[src/rtl/activation_pkg.sv]
// Shared constants for the activation stage: mode encodings and mode width.
// Imported by activation_pipe_if, activation_lane and activation_pipe.
package activation_pkg;

  localparam int ACT_MODE_W = 2;

  typedef logic [ACT_MODE_W-1:0] act_mode_t;

  localparam act_mode_t ACT_PASS  = 2'd0;
  localparam act_mode_t ACT_RELU  = 2'd1;
  localparam act_mode_t ACT_LEAKY = 2'd2;
  localparam act_mode_t ACT_CLIP  = 2'd3;

endpackage

[src/rtl/activation_pipe_if.sv]
// Stream interface of the activation stage.
//   in_valid/in_ready/in_mode/in_data : upstream beat handshake (mode travels with data)
//   clip_val                          : quasi-static clip ceiling for CLIP mode
//   out_valid/out_ready/out_data      : downstream beat handshake
//   zero_count                        : zero-lane profiling counter
// Modports: slave = the activation stage, master = the environment driving it.
interface activation_pipe_if #(
  parameter int OP_WIDTH  = 16,
  parameter int NUM_LANES = 4
);
  import activation_pkg::*;

  logic                          in_valid;
  logic                          in_ready;
  act_mode_t                     in_mode;
  logic [OP_WIDTH*NUM_LANES-1:0] in_data;
  logic [OP_WIDTH-1:0]           clip_val;
  logic                          out_valid;
  logic                          out_ready;
  logic [OP_WIDTH*NUM_LANES-1:0] out_data;
  logic [31:0]                   zero_count;

  modport slave (
    input  in_valid, in_mode, in_data, clip_val, out_ready,
    output in_ready, out_valid, out_data, zero_count
  );

  modport master (
    output in_valid, in_mode, in_data, clip_val, out_ready,
    input  in_ready, out_valid, out_data, zero_count
  );

endinterface

[src/rtl/activation_lane.sv]
// One lane of the activation function (purely combinational).
//   data   : signed lane operand
//   mode   : PASS / RELU / LEAKY / CLIP
//   clip   : signed clip ceiling; negative ceilings behave as 0
//   result : signed lane result
module activation_lane
  import activation_pkg::*;
#(
  parameter int OP_WIDTH    = 16,
  parameter int LEAKY_SHIFT = 3
) (
  input  logic signed [OP_WIDTH-1:0] data,
  input  act_mode_t                  mode,
  input  logic signed [OP_WIDTH-1:0] clip,
  output logic signed [OP_WIDTH-1:0] result
);

  logic signed [OP_WIDTH-1:0] ceil;

  always_comb begin
    ceil   = clip[OP_WIDTH-1] ? '0 : clip;
    result = data;
    case (mode)
      ACT_RELU: begin
        if (data[OP_WIDTH-1]) result = '0;
      end
      ACT_LEAKY: begin
        // Arithmetic shift floors toward -inf, so -1 stays -1 for any shift.
        if (data[OP_WIDTH-1]) result = data >>> LEAKY_SHIFT;
      end
      ACT_CLIP: begin
        if (data[OP_WIDTH-1])  result = '0;
        else if (data > ceil)  result = ceil;
      end
      default: result = data;
    endcase
  end

endmodule

[src/rtl/activation_pipe.sv]
// Two-stage activation pipeline for the PE array output path.
// S1 registers the incoming beat and its mode; the lane functions sit between
// S1 and S2; S2 drives the output. Each stage advances when it is empty or the
// next stage can take its beat, giving 1 beat/cycle with no combinational
// in_valid -> out path.
// Ports: clk, reset (synchronous, active-high), bus (activation_pipe_if.slave).
// Build option: define ACTIVATION_ZERO_COUNT_EN to enable the saturating count
// of zero-valued output lanes; otherwise zero_count is tied to 0.
module activation_pipe
  import activation_pkg::*;
#(
  parameter int OP_WIDTH    = 16,
  parameter int NUM_LANES   = 4,
  parameter int LEAKY_SHIFT = 3
) (
  input  logic             clk,
  input  logic             reset,
  activation_pipe_if.slave bus
);

  localparam int DW = OP_WIDTH * NUM_LANES;

  logic          v1, v2;
  logic [DW-1:0] d1, d2, res;
  act_mode_t     m1;
  logic          ready1, ready2;

  assign ready2       = !v2 || bus.out_ready;
  assign ready1       = !v1 || ready2;
  assign bus.in_ready = ready1;
  assign bus.out_valid = v2;
  assign bus.out_data  = d2;

  for (genvar i = 0; i < NUM_LANES; i++) begin : g_lane
    activation_lane #(
      .OP_WIDTH   (OP_WIDTH),
      .LEAKY_SHIFT(LEAKY_SHIFT)
    ) u_lane (
      .data  (d1[i*OP_WIDTH +: OP_WIDTH]),
      .mode  (m1),
      .clip  (bus.clip_val),
      .result(res[i*OP_WIDTH +: OP_WIDTH])
    );
  end

  always_ff @(posedge clk) begin
    if (reset) begin
      v1 <= 1'b0;
      v2 <= 1'b0;
      d1 <= '0;
      m1 <= ACT_PASS;
      d2 <= '0;
    end else begin
      if (ready1) begin
        v1 <= bus.in_valid;
        if (bus.in_valid) begin
          d1 <= bus.in_data;
          m1 <= bus.in_mode;
        end
      end
      // clip_val is consumed here, at the S1 -> S2 transfer.
      if (ready2) begin
        v2 <= v1;
        if (v1) d2 <= res;
      end
    end
  end

`ifdef ACTIVATION_ZERO_COUNT_EN
  logic [31:0] zc, zeros;
  logic [32:0] zsum;

  always_comb begin
    zeros = '0;
    for (int i = 0; i < NUM_LANES; i++) begin
      if (d2[i*OP_WIDTH +: OP_WIDTH] == '0) zeros = zeros + 32'd1;
    end
  end

  assign zsum = {1'b0, zc} + {1'b0, zeros};

  always_ff @(posedge clk) begin
    if (reset)                   zc <= '0;
    else if (v2 && bus.out_ready) zc <= zsum[32] ? '1 : zsum[31:0];
  end

  assign bus.zero_count = zc;
`else
  assign bus.zero_count = 32'd0;
`endif

endmodule
[src/flat_wrapper.sv]
// flat-port wrapper written by rule: the top's interface ports become plain ports
module activation_pipe_flat import activation_pkg::*;
#(
  parameter int OP_WIDTH    = 16,
  parameter int NUM_LANES   = 4,
  parameter int LEAKY_SHIFT = 3
)
  (clk, reset, bus_in_valid, bus_in_mode, bus_in_data, bus_clip_val, bus_out_ready, bus_in_ready, bus_out_valid, bus_out_data, bus_zero_count);
  activation_pipe_if #(.OP_WIDTH(OP_WIDTH), .NUM_LANES(NUM_LANES)) bus_i ();
  input  logic clk;
  input  logic reset;
  input wire logic [$bits(bus_i.in_valid)-1:0] bus_in_valid;
  input wire logic [$bits(bus_i.in_mode)-1:0] bus_in_mode;
  input wire logic [$bits(bus_i.in_data)-1:0] bus_in_data;
  input wire logic [$bits(bus_i.clip_val)-1:0] bus_clip_val;
  input wire logic [$bits(bus_i.out_ready)-1:0] bus_out_ready;
  output wire logic [$bits(bus_i.in_ready)-1:0] bus_in_ready;
  output wire logic [$bits(bus_i.out_valid)-1:0] bus_out_valid;
  output wire logic [$bits(bus_i.out_data)-1:0] bus_out_data;
  output wire logic [$bits(bus_i.zero_count)-1:0] bus_zero_count;
  assign bus_i.in_valid = bus_in_valid;
  assign bus_i.in_mode = bus_in_mode;
  assign bus_i.in_data = bus_in_data;
  assign bus_i.clip_val = bus_clip_val;
  assign bus_i.out_ready = bus_out_ready;
  assign bus_in_ready = bus_i.in_ready;
  assign bus_out_valid = bus_i.out_valid;
  assign bus_out_data = bus_i.out_data;
  assign bus_zero_count = bus_i.zero_count;
  activation_pipe #(.OP_WIDTH(OP_WIDTH), .NUM_LANES(NUM_LANES), .LEAKY_SHIFT(LEAKY_SHIFT)) u_core (.clk(clk), .reset(reset), .bus(bus_i));
endmodule
[config.mk]
export PLATFORM = sky130hd
export DESIGN_NAME = activation_pipe_flat
export DESIGN_NICKNAME = d
export VERILOG_FILES = /design/src/rtl/activation_pkg.sv /design/src/rtl/activation_pipe_if.sv /design/src/rtl/activation_lane.sv /design/src/rtl/activation_pipe.sv /design/src/flat_wrapper.sv
export SDC_FILE = /design/constraint.sdc
export NUM_CORES = 1
export LEC_CHECK = 0
export ABC_AREA = 1
export BUFFER_PORTS_ARGS = -buffer_cell sky130_fd_sc_hd__buf_2
export CAP_MARGIN = 20
export CELL_PAD_IN_SITES_DETAIL_PLACEMENT = 1
export CELL_PAD_IN_SITES_GLOBAL_PLACEMENT = 1
export CORE_MARGIN = 2
export CORE_UTILIZATION = 42
export CTS_CLUSTER_DIAMETER = 200
export DETAILED_ROUTE_END_ITERATION = 12
export PLACE_DENSITY_LB_ADDON = 0.1
export SYNTH_ARGS = -nofsm -noshare
export SYNTH_HDL_FRONTEND = slang
export SYNTH_SLANG_ARGS = --single-unit
[constraint.sdc]
create_clock -name clk -period 3.9 [get_ports clk]
set_input_delay 0.78 -clock clk [delete_from_list [all_inputs] [get_ports clk]]
set_output_delay 0.78 -clock clk [all_outputs]
set_load 0.02 [all_outputs]
* Word-level counts from Yosys, hierarchy flattened *
Index checks and enable logic that the tools add are counted.

storage, ports and cells
  register bits = 132
  bits in latches = 0
  RAM bits = 0
  ROM bits = 0
  bits of input ports = 86
  output and inout bits = 98
  word-level logic and storage cells = 39
  memories = 0

operators by class
  $add $sub $neg = 0
  multipliers = 0
  divide/modulo/power cells = 0
  magnitude comparators = 4
  equality and inequality tests = 3
  shifts and indexed selects = 0
  muxes and demuxes = 21
  bitwise gates (word level) = 0
  reduce and logical (&&, ||, !) cells = 6

operators with widths
  operator                                             number
  2-to-1 mux 16 bit                                    12
  one-hot mux 16 bit (3 select lines)                  4
  2-to-1 mux 15 bit                                    5
  greater-than comparator 16 bit                       4
  equality test 2 bit, second input constant           2
  AND reduction 2 bit                                  2
  equality test 2 x 1 -> 1 bit, second input constant  1
  logical NOT 1 bit                                    2
  logical OR 1 bit                                     2

* Depth between registers and ports, before layout *
  depth after elaboration = 5
  depth in mapped cells = 21

* Cells and area by module *
A second synthesis with hierarchy kept.

second synthesis, totals
  cells, all modules = 1672
  area total of the unflattened synthesis = 10528.8 um^2

by module, submodules not included
  module                                          times used  cells an instance  area an instance (um^2)  seq. area each (um^2)
  activation_pipe                                 1           823                5868.1                   2642.5
  activation_lane at u_core.g_lane[0].u_lane ...  2           212                1183.6                   0.0
  activation_lane at u_core.g_lane[2].u_lane      1           212                1162.4                   0.0
  activation_lane at u_core.g_lane[3].u_lane      1           213                1131.1                   0.0

* Least setup slack after synthesis *
OpenSTA, ideal clock, no wires.

  path kind = input -> register
  start point = in bus_clip_val[15]
  end point = reg u_core.d2[10] (netlist: u_core.bus.out_data[10])
  data arrival time = 2.758 ns
  required time = 3.768 ns
  slack = 1.010 ns
  cell stages on the path = 13
  path buffers = 2
  path through = inv_1 > buf_1 > nand2_1 > ha_1 > nand2_1 > nor2_1 > a31oi_2 > clkbuf_1 > nand3_1 > nand3_1 > nand2_1 > nand2_1 > a21oi_1

between the ends
  cells in the longest elaborated chain, start to end = 5

RTL lines
  element                                  line                   source
  start: declaration                       flat_wrapper.sv:15     input wire logic [$bits(bus_i.clip_val)-1:0] bus_clip_val;
  2-to-1 mux 15 bit (*)                    activation_lane.sv:21  ceil = clip[OP_WIDTH-1] ? '0 : clip;
  greater-than comparator 16 bit           activation_lane.sv:33  else if (data > ceil) result = ceil;
  2-to-1 mux 16 bit (*)                    activation_lane.sv:33
  2-to-1 mux 16 bit (*)                    activation_lane.sv:32  if (data[OP_WIDTH-1]) result = '0;
  one-hot mux 16 bit (3 select lines) (*)  activation_lane.sv:23  case (mode)
  end signal: assignment                   activation_pipe.sv:64  if (v1) d2 <= res;
  end: declaration                         activation_pipe.sv:24  logic [DW-1:0] d1, d2, res;

Every way passes the cells marked *; elsewhere a longest branch is shown, timed or not.
A chain may end at the register's enable or synchronous reset.

* Worst setup path after layout *
  start point = in bus_clip_val[15]
  end point = reg u_core.d2[16] (netlist: u_core.bus.out_data[16])

Same word-level chain as after synthesis.

==> impl_metrics.tcl <==
set metrics [dict create \
    status "complete, no violations" \
    firstDrtPassIters 4 \
    cts.sinks 132 \
    path_max_fanout 16 \
    syn_area_um2 8870 \
    post_cts_buffers 0 \
    hp-class "register to register" \
    cts_root_buf "clkbuf_16" \
    antenna_found_initial 0 \
    grt_pass1_wl_um 51300 \
    yosysSeqAreaShare 0.298 \
    core_area_um2 20900 \
    layout-area-overhead-vs-synth_pct 18.4 \
    ir_drop_uv 318 \
    initial_core_util 0.425 \
    die_w_um 149 \
    max_freq_ghz 0.307 \
    startpoint_type "input port" \
    die_y_um 149 \
    finalCritPeriodShare 0.836 \
    die_area_um2 22300 \
    grt_setup_unrepaired "no" \
    mostFrequentLayoutCells "398 x nand2_1, 202 x a21oi_1, 150 x buf_2" \
    portBuffers 151 \
    antenna_cells 0 \
    dp.cells 1755 \
    drc 0 \
    clock_latency_ns 0.44 \
    ys_ff_latch 132 \
    max_slew_margin 0.280 \
    cts_tree "built" \
    seqCellArea_um2 2640 \
    nets 1645 \
    antenna_left 0 \
    cts_buffers 17 \
    clkTransAtPathRegs_ns 0.06 \
    via_count 9708 \
    worstPathRequired_ns 4.25 \
    io_pins 184 \
    place_congestion 0.919 \
    design_area_um2 10500 \
    layoutNonFillerInstCount 1787 \
    postCtsHoldBufs 0 \
    grt_usage 0.291 \
    detail_route.wl_per_cell_um 18.0 \
    setup_viol 0 \
    cap_violations 0 \
    grt_max_degree 62 \
    drive_above_1_share 0.164 \
    hold_ws_ns 0.460 \
    p_per_area_nw_per_um2 435 \
    layout_commonest_cell "nand2_1" \
    critPathCaptureType "register" \
    arrival_ns 3.61 \
    synth_cells 1379 \
    tightest_slew_ns 1.08 \
    syn_area_per_cell_um2 6.43 \
    gr-total-overflow 0 \
    yosysWarnings 0 \
    cts_max_level 4 \
    finalClockSkew_ns 0.00940 \
    cts_resized 0 \
    timing.final.crit_period_ns 3.26 \
    criticalPathCategory "input port to register" \
    tns_ns 0 \
    drt_iter0_markers 435 \
    multi_input_area_um2 5390 \
    row_count 53 \
    hpwl_um 22100 \
    place_area_um2 9800 \
    avgViaCountPerCell 5.43 \
    report.final.slew_viol_count 0 \
    grt_pass1_vias 9756 \
    hold_violations 0 \
    ys_types 28 \
    cts.path.max_buffers 2 \
    routed_wl_um 32200 \
    fillers 2864 \
    p_leak_nw 4.92 \
    finalPower_w 0.00457 \
]
worst max-delay path: stages:
cell	delay, ns
buf_2	0.10
inv_1	0.19
nand2_1	0.40
buf_4	0.29
ha_1	0.27
nand4_1	0.14
nor2_1	0.07
nor2_2	0.50
nand2_2	0.36
nand2_1	0.13
nand3_1	0.07
nand2_1	0.12
nand2_1	0.05
a21oi_1	0.14
path summary, 6_finish.rpt:
| kind | start | endpoint | slack, ns | depth (start not counted) |
|---|---|---|---|---|
| max | bus_clip_val[15] | u_core.bus.out_data[16]$_SDFFE_PP0P_ | 0.64 | 14 |
| min | u_core.bus.out_data[9]$_SDFFE_PP0P_ | u_core.bus.out_data[9]$_SDFFE_PP0P_ | 0.46 | 2 |
| max reg2reg | u_core.d1[31]$_SDFFE_PP0P_ | u_core.bus.out_data[16]$_SDFFE_PP0P_ | 0.81 | 12 |
| min reg2reg | u_core.bus.out_data[9]$_SDFFE_PP0P_ | u_core.bus.out_data[9]$_SDFFE_PP0P_ | 0.46 | 2 |
layer usage:
layer,up-vias,share of wire,track usage
met1,4646,0.45,0.376
met3,53,0.039,0.0407
met5,-,0,0
li1,4781,-,-
met4,0,0.028,0.100
met2,228,0.48,0.496
stage by stage:
step	setup slack, ns	utilization
floorplan	1.01	-
global placement	0.382	0.469
detailed placement	0.259	0.469
CTS	0.664	0.503
global route	0.389	0.503
finish	0.639	0.503
synthesized netlist by cell type (all sizes together):
cell type | instances | area [um^2]
clkbuf | 66 | 248
a211oi | 65 | 488
a21oi | 207 | 1060
nor2 | 95 | 369
nand2 | 408 | 1560
a31oi | 1 | 12.5
nand4 | 7 | 43.8
nor2b | 1 | 13.8
ha | 60 | 751
conb | 1 | 3.75
nor3 | 1 | 5.00
a21o | 4 | 30.0
nand3 | 132 | 661
buf | 54 | 369
o21ai | 50 | 250
clkinv | 1 | 3.75
inv | 94 | 358
dfxtp | 132 | 2640
where the power goes:
part           switching (W)  internal [W]
Clock               0.000680       0.00127
Sequential         0.0000869       0.00143
Combinational       0.000744      0.000349
registers in the layout, summed over array words and instances (netlist names):
| register | flops |
|---|---|
| u_core.bus.out_data | 64 |
| u_core.bus.out_valid | 1 |
| u_core.d1 | 64 |
| u_core.m1 | 2 |
| u_core.v1 | 1 |
area by class of cell:
class                   count  area share
flip-flops and latches    132       0.252
multi-input cells        1063       0.513
repair buffers            190       0.101
clock inverters            11      0.0209
clock buffers              21      0.0458
well taps                 275      0.0328
inverters                  95      0.0344
cell families after synthesis:
family	after synthesis	synth area share
compound gates	327	0.208
fa+ha+maj	60	0.0846
buf+inv	215	0.110
flops	132	0.298
other cells	1	0.000423
simple gates	644	0.299
Power figures use the tool's default switching activity.
